### config.mk
export PLATFORM = sky130hd
export DESIGN_NAME = clk_ena_sequencer
export DESIGN_NICKNAME = d
export VERILOG_FILES = /design/src/rtl/clk_seq_pkg.sv /design/src/rtl/seq_step_timer.sv /design/src/rtl/clk_ena_sequencer.sv
export SDC_FILE = /design/constraint.sdc
export NUM_CORES = 1
export LEC_CHECK = 0
export CAP_MARGIN = 20
export CORE_MARGIN = 5
export CORE_UTILIZATION = 48
export DETAILED_ROUTE_END_ITERATION = 12
export GPL_TIMING_DRIVEN = 0
export PLACE_DENSITY = 0.7
export RECOVER_POWER = 50
export SLEW_MARGIN = 20
export SYNTH_ARGS = -nofsm -noshare
export SYNTH_HDL_FRONTEND = slang
export SYNTH_SLANG_ARGS = --single-unit
### constraint.sdc
create_clock -name clk -period 2.59 [get_ports clk]
set_input_delay 0.518 -clock clk [delete_from_list [all_inputs] [get_ports clk]]
set_output_delay 0.518 -clock clk [all_outputs]
set_load 0.005 [all_outputs]
### src/rtl/clk_seq_pkg.sv
// Shared types and helpers for the clock-enable sequencer.
// The state encoding is visible on the debug port, so the enum values are fixed.
package clk_seq_pkg;

  typedef enum logic [1:0] {
    IDLE      = 2'd0,
    RAMP_UP   = 2'd1,
    ON        = 2'd2,
    RAMP_DOWN = 2'd3
  } seq_state_t;

  // Index of the highest set bit; an all-zero vector returns 0.
  function automatic logic [4:0] thermo_top(input logic [31:0] v);
    logic [4:0] top;
    top = '0;
    for (int i = 0; i < 32; i++) begin
      if (v[i]) top = 5'(i);
    end
    return top;
  endfunction

endpackage

### src/rtl/seq_step_timer.sv
// Step-delay timer: tick is high for one cycle out of every dly+1 cycles.
// load restarts the count and captures a new delay value.
module seq_step_timer #(
  parameter int DLY_W = 16
) (
  input  logic             clk,
  input  logic             rst,
  input  logic             load,
  input  logic [DLY_W-1:0] dly,
  output logic             tick
);

  logic [DLY_W-1:0] r_cnt;
  logic [DLY_W-1:0] r_dly;
  logic             w_hit;

  // Equality compare only, so the counter never needs to wrap.
  assign w_hit = (r_cnt == r_dly);
  assign tick  = w_hit;

  always_ff @(posedge clk or posedge rst) begin
    if (rst) begin
      r_cnt <= '0;
      r_dly <= '0;
    end else if (load) begin
      r_cnt <= '0;
      r_dly <= dly;
    end else if (w_hit) begin
      r_cnt <= '0;
    end else begin
      r_cnt <= r_cnt + 1'b1;
    end
  end

endmodule

### src/rtl/clk_ena_sequencer.sv
// Powers N_CH clock enables up one at a time in ascending order, and powers them
// down in reverse order. Each step is separated by a programmable delay.
module clk_ena_sequencer
  import clk_seq_pkg::*;
#(
  parameter int N_CH  = 4,
  parameter int DLY_W = 16
) (
  input  logic             clk,
  input  logic             rst,
  input  logic             start,
  input  logic             stop,
  input  logic [DLY_W-1:0] step_dly,
  output logic [N_CH-1:0]  ena,
  output logic             busy,
  output logic             up_done,
  output logic             down_done,
  output logic [1:0]       dbg_state
);

  localparam int IDX_W = (N_CH > 1) ? $clog2(N_CH) : 1;
  localparam logic [IDX_W-1:0] IDX_TOP = IDX_W'(N_CH - 1);

  // start and stop are single-cycle requests with no handshake back. A request
  // the current state cannot use is dropped and never queued. When both are
  // high in the same cycle, stop takes priority.
  seq_state_t      r_state;
  seq_state_t      w_state_nxt;
  logic [N_CH-1:0] r_ena;
  logic [N_CH-1:0] w_ena_nxt;
  logic [IDX_W-1:0] r_idx;
  logic [IDX_W-1:0] w_idx_nxt;
  logic            r_busy;
  logic            w_busy_nxt;
  logic            r_up_done;
  logic            w_up_done_nxt;
  logic            r_down_done;
  logic            w_down_done_nxt;
  logic            w_load;
  logic            w_tick;
  logic            w_start_ok;
  logic            w_none_on;
  logic [IDX_W-1:0] w_top;

  assign w_start_ok = start & ~stop;
  assign w_none_on  = (r_ena == '0);
  assign w_top      = IDX_W'(thermo_top(32'(r_ena)));

  seq_step_timer #(
    .DLY_W (DLY_W)
  ) u_timer (
    .clk  (clk),
    .rst  (rst),
    .load (w_load),
    .dly  (step_dly),
    .tick (w_tick)
  );

  always_ff @(posedge clk or posedge rst) begin
    if (rst) begin
      r_state     <= IDLE;
      r_ena       <= '0;
      r_idx       <= '0;
      r_busy      <= 1'b0;
      r_up_done   <= 1'b0;
      r_down_done <= 1'b0;
    end else begin
      r_state     <= w_state_nxt;
      r_ena       <= w_ena_nxt;
      r_idx       <= w_idx_nxt;
      r_busy      <= w_busy_nxt;
      r_up_done   <= w_up_done_nxt;
      r_down_done <= w_down_done_nxt;
    end
  end

  always_comb begin
    w_state_nxt = r_state;
    unique case (r_state)
      IDLE: begin
        if (w_start_ok) w_state_nxt = RAMP_UP;
      end
      RAMP_UP: begin
        // An abort before any channel is on goes straight back to IDLE.
        if (stop) w_state_nxt = w_none_on ? IDLE : RAMP_DOWN;
        else if (w_tick && (r_idx == IDX_TOP)) w_state_nxt = ON;
      end
      ON: begin
        if (stop) w_state_nxt = RAMP_DOWN;
      end
      RAMP_DOWN: begin
        if (w_tick && (r_idx == '0)) w_state_nxt = IDLE;
      end
      default: w_state_nxt = IDLE;
    endcase
  end

  always_comb begin
    w_ena_nxt       = r_ena;
    w_idx_nxt       = r_idx;
    w_busy_nxt      = r_busy;
    w_up_done_nxt   = 1'b0;
    w_down_done_nxt = 1'b0;
    w_load          = 1'b0;
    unique case (r_state)
      IDLE: begin
        w_ena_nxt = '0;
        if (w_start_ok) begin
          w_load     = 1'b1;
          w_idx_nxt  = '0;
          w_busy_nxt = 1'b1;
        end
      end
      RAMP_UP: begin
        if (stop) begin
          w_load = 1'b1;
          if (w_none_on) begin
            w_idx_nxt       = '0;
            w_busy_nxt      = 1'b0;
            w_down_done_nxt = 1'b1;
          end else begin
            w_idx_nxt = w_top;
          end
        end else if (w_tick) begin
          w_ena_nxt[r_idx] = 1'b1;
          if (r_idx == IDX_TOP) begin
            w_busy_nxt    = 1'b0;
            w_up_done_nxt = 1'b1;
          end else begin
            w_idx_nxt = r_idx + 1'b1;
          end
        end
      end
      ON: begin
        if (stop) begin
          w_load     = 1'b1;
          w_idx_nxt  = IDX_TOP;
          w_busy_nxt = 1'b1;
        end
      end
      RAMP_DOWN: begin
        if (w_tick) begin
          w_ena_nxt[r_idx] = 1'b0;
          if (r_idx == '0) begin
            w_busy_nxt      = 1'b0;
            w_down_done_nxt = 1'b1;
          end else begin
            w_idx_nxt = r_idx - 1'b1;
          end
        end
      end
      default: begin
        w_ena_nxt  = '0;
        w_busy_nxt = 1'b0;
      end
    endcase
  end

  assign ena       = r_ena;
  assign busy      = r_busy;
  assign up_done   = r_up_done;
  assign down_done = r_down_done;
  assign dbg_state = r_state;

endmodule

### Word-level counts from Yosys, hierarchy flattened

Cells that the tools add are included.
Widths: inputs -> output; s select.

* add/subtract/negate cells: 3
* order comparisons: 2
* equality and inequality tests: 18
* mux-type cells: 47
* bitwise operators: 5
* reductions and logical operators: 12

Operator list (number)
* $mux 16: 2
* $mux 2: 15
* $mux 1: 20
* $add 16x1->16 const B: 1
* $eq 16x16->1: 1
* $ne 2x2->1 const B: 8
* $pmux 2 s4: 2
* $ne 3x3->1 const B: 5
* $mux 4: 3
* $pmux 4 s3: 1
* $reduce_and 4->1: 2
* $reduce_and 7->1: 1
* $eq 2x2->1 const B: 3
* $reduce_and 6->1: 1
* $and 4x4->4: 1
* $logic_not 2->1: 2
* $logic_not 4->1: 1
* $not 4->4: 1
* $or 4x4->4: 1
* $pmux 1 s2: 2
* $pmux 1 s4: 1
* $logic_and 1x1->1: 3
* $lt 2x3->1 const B: 1
* $reduce_bool 3->1: 1
* other kinds (8): 8

* register bits after elaboration: 43
* input port bits: 20
* output and inout bits: 9
* logic and storage cells: 95

### Depth between registers and ports, before layout

* depth in word-level cells: 8
* depth in mapped cells: 8
* depth with buffers taken out: 7

### Modules after synthesis

From an unflattened synthesis, not the netlist that was laid out.

* cells, all modules: 214
* area total of the unflattened synthesis: 2363.5 µm²

By module, submodules not included
* seq_step_timer: times used 1, cells each 132, area each 1555.2 µm², sequential area each 800.8 µm²
* clk_ena_sequencer: times used 1, cells each 82, area each 808.3 µm², sequential area each 275.3 µm²

### Worst setup path after synthesis

No wires, ideal clock.

* kind: register to register
* from: reg r_state[0], in the netlist dbg_state[0]
* to: reg u_timer.r_dly[0]
* library setup time: 0.125 ns
* arrival time: 1.783 ns
* required time: 2.465 ns
* path slack: 0.682 ns
* stages on the path, launching flop included: 7
* buffers on the path: 1
* clock period less this slack: 1.908 ns
* path through: dfrtp_1 inv_1 ha_1 nand3_1 a21oi_2 buf_2 mux2_2

* cells in the longest elaborated chain, start to end: 3
* elaborated cells on any way between the ends: 5
* those cells by class: 2 x eq/ne; 1 x mux; 2 x reduce/logical

RTL lines
* from (decl): RTL line clk_ena_sequencer.sv:27 `seq_state_t r_state;`
* from (signal assigned): RTL line clk_ena_sequencer.sv:68 `r_state <= w_state_nxt;`
* $eq 2x2->1 / $eq 2x1->1 (equally long branches): RTL line clk_ena_sequencer.sv:105 `unique case (r_state)`
* $reduce_or 2->1 (no line)
* $pmux 1 s2 *: RTL line clk_ena_sequencer.sv:105
* to (signal assigned): RTL line seq_step_timer.sv:27 `r_dly <= dly;`
* to (decl): RTL line seq_step_timer.sv:14 `logic [DLY_W-1:0] r_dly;`

Mark *: on every way between the ends. The rest lies on a longest branch, timed or not.
A chain may end at the register's enable or synchronous reset.

### Worst setup path after layout

* from: in stop
* to: reg u_timer.r_dly[14]

* cells in the longest elaborated chain, start to end: 4
* elaborated cells on any way between the ends: 5
* those cells by class: 3 x mux; 2 x bitwise

RTL lines
* from (decl): RTL line clk_ena_sequencer.sv:12 `input logic stop,`
* $not 1->1: RTL line clk_ena_sequencer.sv:45 `assign w_start_ok = start & ~stop;`
* $and 1x1->1: RTL line clk_ena_sequencer.sv:45
* $mux 1: RTL line clk_ena_sequencer.sv:108 `if (w_start_ok) begin`
* $pmux 1 s2 *: RTL line clk_ena_sequencer.sv:105

Marks and branches as above.

==> qor.yml <==
tightest_slew_ns: 0.804
worstPathRequired_ns: 2.77
r2r-end: "u_timer.r_dly[14]$_DFFE_PP0N_"
gp_congestion: 0.878
ir_drop_v: 0.000517
p_comb_frac: 0.449
postPlaceCellArea_um2: 2780
antenna_found_initial: 0
rsz0062_at_grt: "false"
crit_fanout: 10
ant_nets: 0
fin_util: 0.599
cp-start-kind: "input port"
status: "finished, final reports clean"
drv_cap: 0
placeableCoreArea_um2: 4790
seq_power_share: 0.373
final_layout_size_suffix_gt1_frac: 0.137
cellPowerDensity_nw_per_um2: 976
vias: 1738
design_area_um2: 2870
cts_num_sinks: 43
insertedDiodeCount: 0
report.final.slew_viol_count: 0
period_share: 0.895
cts_setup_buffers: 0
die_y_um: 80.7
min_path_type: "register to register"
syn2layout_area_growth_pct: 19.7
dpl.hpwl_um: 3560
fin_skew_ns: 0.00403
cts.clk_slew.worst_paths_ns: 0.08
synthXorXnorAreaFrac: 0.110
seq_area_um2: 1080
clk_latency_ns: 0.30
r2r_slack_ns: 0.30
cts_tree: "built"
finalSetupViolations: 0
cts_root_buf: "clkbuf_8"
timing.critical_path.slowest_stage_cell: "clkdlybuf4s50_1"
numCtsBuffers: 5
p_sw_mw: 1.00
fill_cells: 410
synthSimpleGateAreaFrac: 0.171
cp.arrival_ns: 2.50
yosysWarnings: 0
hold-path-cell-count: 1
cts_buffer_depth: 2
grt_usage: 0.162
drt_wl_total_um: 4780
start_util: 0.501
max_stage_delay_ns: 0.53
ys_types: 45
post_drt_wl_per_cell_um: 14.5
critPathKind: "input port to register"
h-tree-depth: 2
hold_path_end: "u_timer.r_cnt[0]$_DFF_PP0_"
syn_area_um2: 2400
syn_nets: 257
overflow: 0
die-area_um2: 6510
syn_inst: 226
synth-compound-area-share: 0.0882
drc: 0
nets: 293
rows: 25
rr_worst_depth: 6
grt_pass1_wl_um: 7960
power_frac_clock: 0.178
drtPass1Iterations: 5
die_w_um: 80.7
intPower_mw: 1.80
synth_mux_area_frac: 0.0892
crit_path_end_kind: "register"
path_cells: "clkdlybuf4s50_1 > inv_2 > nand3_1 > a21oi_2 > buf_2 > mux2_2"
port_buffers: 28
grt_max_degree: 35
multi_input_area_um2: 1240
leakagePower_nw: 1.25
ys_seq_area_frac: 0.449
cts_resized: 0
period_minus_slack_ns: 2.32
synth_seq_cells: 43
grt_pass1_vias: 1650
max_freq_mhz: 431
power_mw: 2.80
switching_share: 0.358
hold_viol_final: 0
hold_start: "u_timer.r_cnt[0]$_DFF_PP0_"
drtIter0Drc: 118
hold_buffers: 0
syn_avg_cell_area_um2: 10.6
synth_top_family_by_area: "simple AND/OR/NAND/NOR gates"
ios: 29
synthAdderAreaFrac: 0.0574
relSlewSlack: 0.464
via_per_inst: 5.28
## cell type report
class,count,share of cell area
multi-input combinational,166,0.431
sequential,43,0.375
timing repair buffer,29,0.0994
tap,67,0.0292
clock buffer,6,0.0253
buffer,6,0.0153
inverter,11,0.0144
clock inverter,1,0.0105
## worst max path at each step
| stage | cells after the start | endpoint | startpoint |
|---|---|---|---|
| after floorplan | 6 | u_timer.r_dly[0]$_DFFE_PP0N_ | dbg_state[0]$_DFFE_PP0P_ |
| after global placement | 6 | u_timer.r_dly[12]$_DFFE_PP0N_ | stop |
| after detailed placement | 6 | u_timer.r_dly[2]$_DFFE_PP0N_ | stop |
| after CTS | 6 | u_timer.r_dly[14]$_DFFE_PP0N_ | stop |
| after global routing | 6 | u_timer.r_dly[14]$_DFFE_PP0N_ | stop |
| final | 6 | u_timer.r_dly[14]$_DFFE_PP0N_ | stop |
## cells by family after synthesis
family,after synthesis
adders and majority gates,11
and+or+nand+nor,78
buffers and inverters,17
AOI/OAI and AO/OA,28
DFF,43
muxes,19
xor gates and xnor gates,30
## synthesized netlist by cell type
cell type,number,area (µm²)
nor3_1,2,10.0
o311ai_0,1,8.76
or2_0,1,6.26
a311o_1,1,10.0
nor2b_1,1,6.26
o211a_1,1,10.0
and3_1,5,31.3
nor3b_2,1,12.5
ha_1,11,138
o211ai_1,3,22.5
nor4b_1,1,8.76
a22o_1,1,8.76
xnor2_1,24,210
buf_4,1,7.51
nand4_1,5,31.3
and4_1,3,26.3
nor4_4,1,21.3
a211oi_2,1,12.5
o21ai_0,4,20.0
a221oi_1,1,8.76
or2_1,1,6.26
buf_6,2,22.5
xor2_1,6,52.6
o21a_1,2,15.0
nand2_1,14,52.6
buf_2,2,10.0
a22oi_1,1,7.51
mux2_1,2,22.5
a21o_1,2,15.0
inv_1,10,37.5
a21oi_1,5,25.0
inv_2,1,3.75
nor2_1,23,86.3
a21oi_2,1,8.76
a211o_1,1,8.76
nand2b_1,3,18.8
or2_2,1,6.26
clkbuf_1,1,3.75
o221a_2,1,11.3
and2_1,5,31.3
a31o_1,1,8.76
dfrtp_1,43,1080
nand3_1,11,55.1
mux2_2,17,191
a222oi_1,1,10.0
## routing by layer
| metal | part of all wire | GRT usage | wire length [µm] | vias up |
|---|---|---|---|---|
| li1 | - | - | - | 855 |
| met2 | 0.42 | 0.228 | 2020 | 46 |
| met1 | 0.50 | 0.238 | 2410 | 829 |
| met4 | 0.016 | 0.0659 | 77 | 0 |
| met3 | 0.057 | 0.0359 | 271 | 8 |
| met5 | 0 | 0 | 0 | - |
## metrics by stage
step / hold WS (ns) / instances / setup TNS (ns) / worst slack (ns)
floorplan: 0.460 / 226 / 0 / 0.682
global placement: 0.483 / 321 / -0.355 / -0.0335
detailed placement: 0.489 / 322 / -0.438 / -0.0493
CTS: 0.456 / 329 / 0 / 0.262
global route: 0.556 / 329 / 0 / 0.122
finish: 0.497 / 329 / 0 / 0.272
## critical path: cells and delay by family
family	cells	cell delay (ns)
buffers and inverters	3	1.08
AO/OA/AOI/OAI	1	0.41
multiplexers	1	0.38
AND/OR/NAND/NOR	1	0.11
## power groups by stage
stage	sequential (mW)	combinational (mW)	clock (mW)
after CTS	1.05	1.27	0.510
after global routing	1.08	1.38	0.538
final	1.04	1.26	0.498
after global placement	1.05	1.24	0
after floorplan	1.02	0.959	0
after detailed placement	1.06	1.26	0
## cells in the final DEF, fill, tap and decap left out, types with 2 or more instances in the layout
master	count
clkdlybuf4s50_1	23
mux2_2	17
buf_2	2
xor2_1	6
nor2_1	23
clkbuf_8	5
and4_1	3
and3_1	5
inv_1	10
and2_1	5
nand2_1	14
o21ai_0	4
dfrtp_1	43
nand4_1	5
xnor2_1	24
buf_6	2
o21a_1	2
nor3_1	2
mux2_1	2
a21oi_1	5
clkbuf_1	2
a21o_1	2
dlygate4sd3_1	5
nand2b_1	3
ha_1	11
o211ai_1	3
nand3_1	11
## flip-flops by register name, indices dropped and copies added, names as in the netlist, named ones only
name	count
r_idx	2
u_timer.r_dly	16
down_done	1
ena	4
busy	1
u_timer.r_cnt	16
dbg_state	1
up_done	1
(Power assumes the default switching activity.)
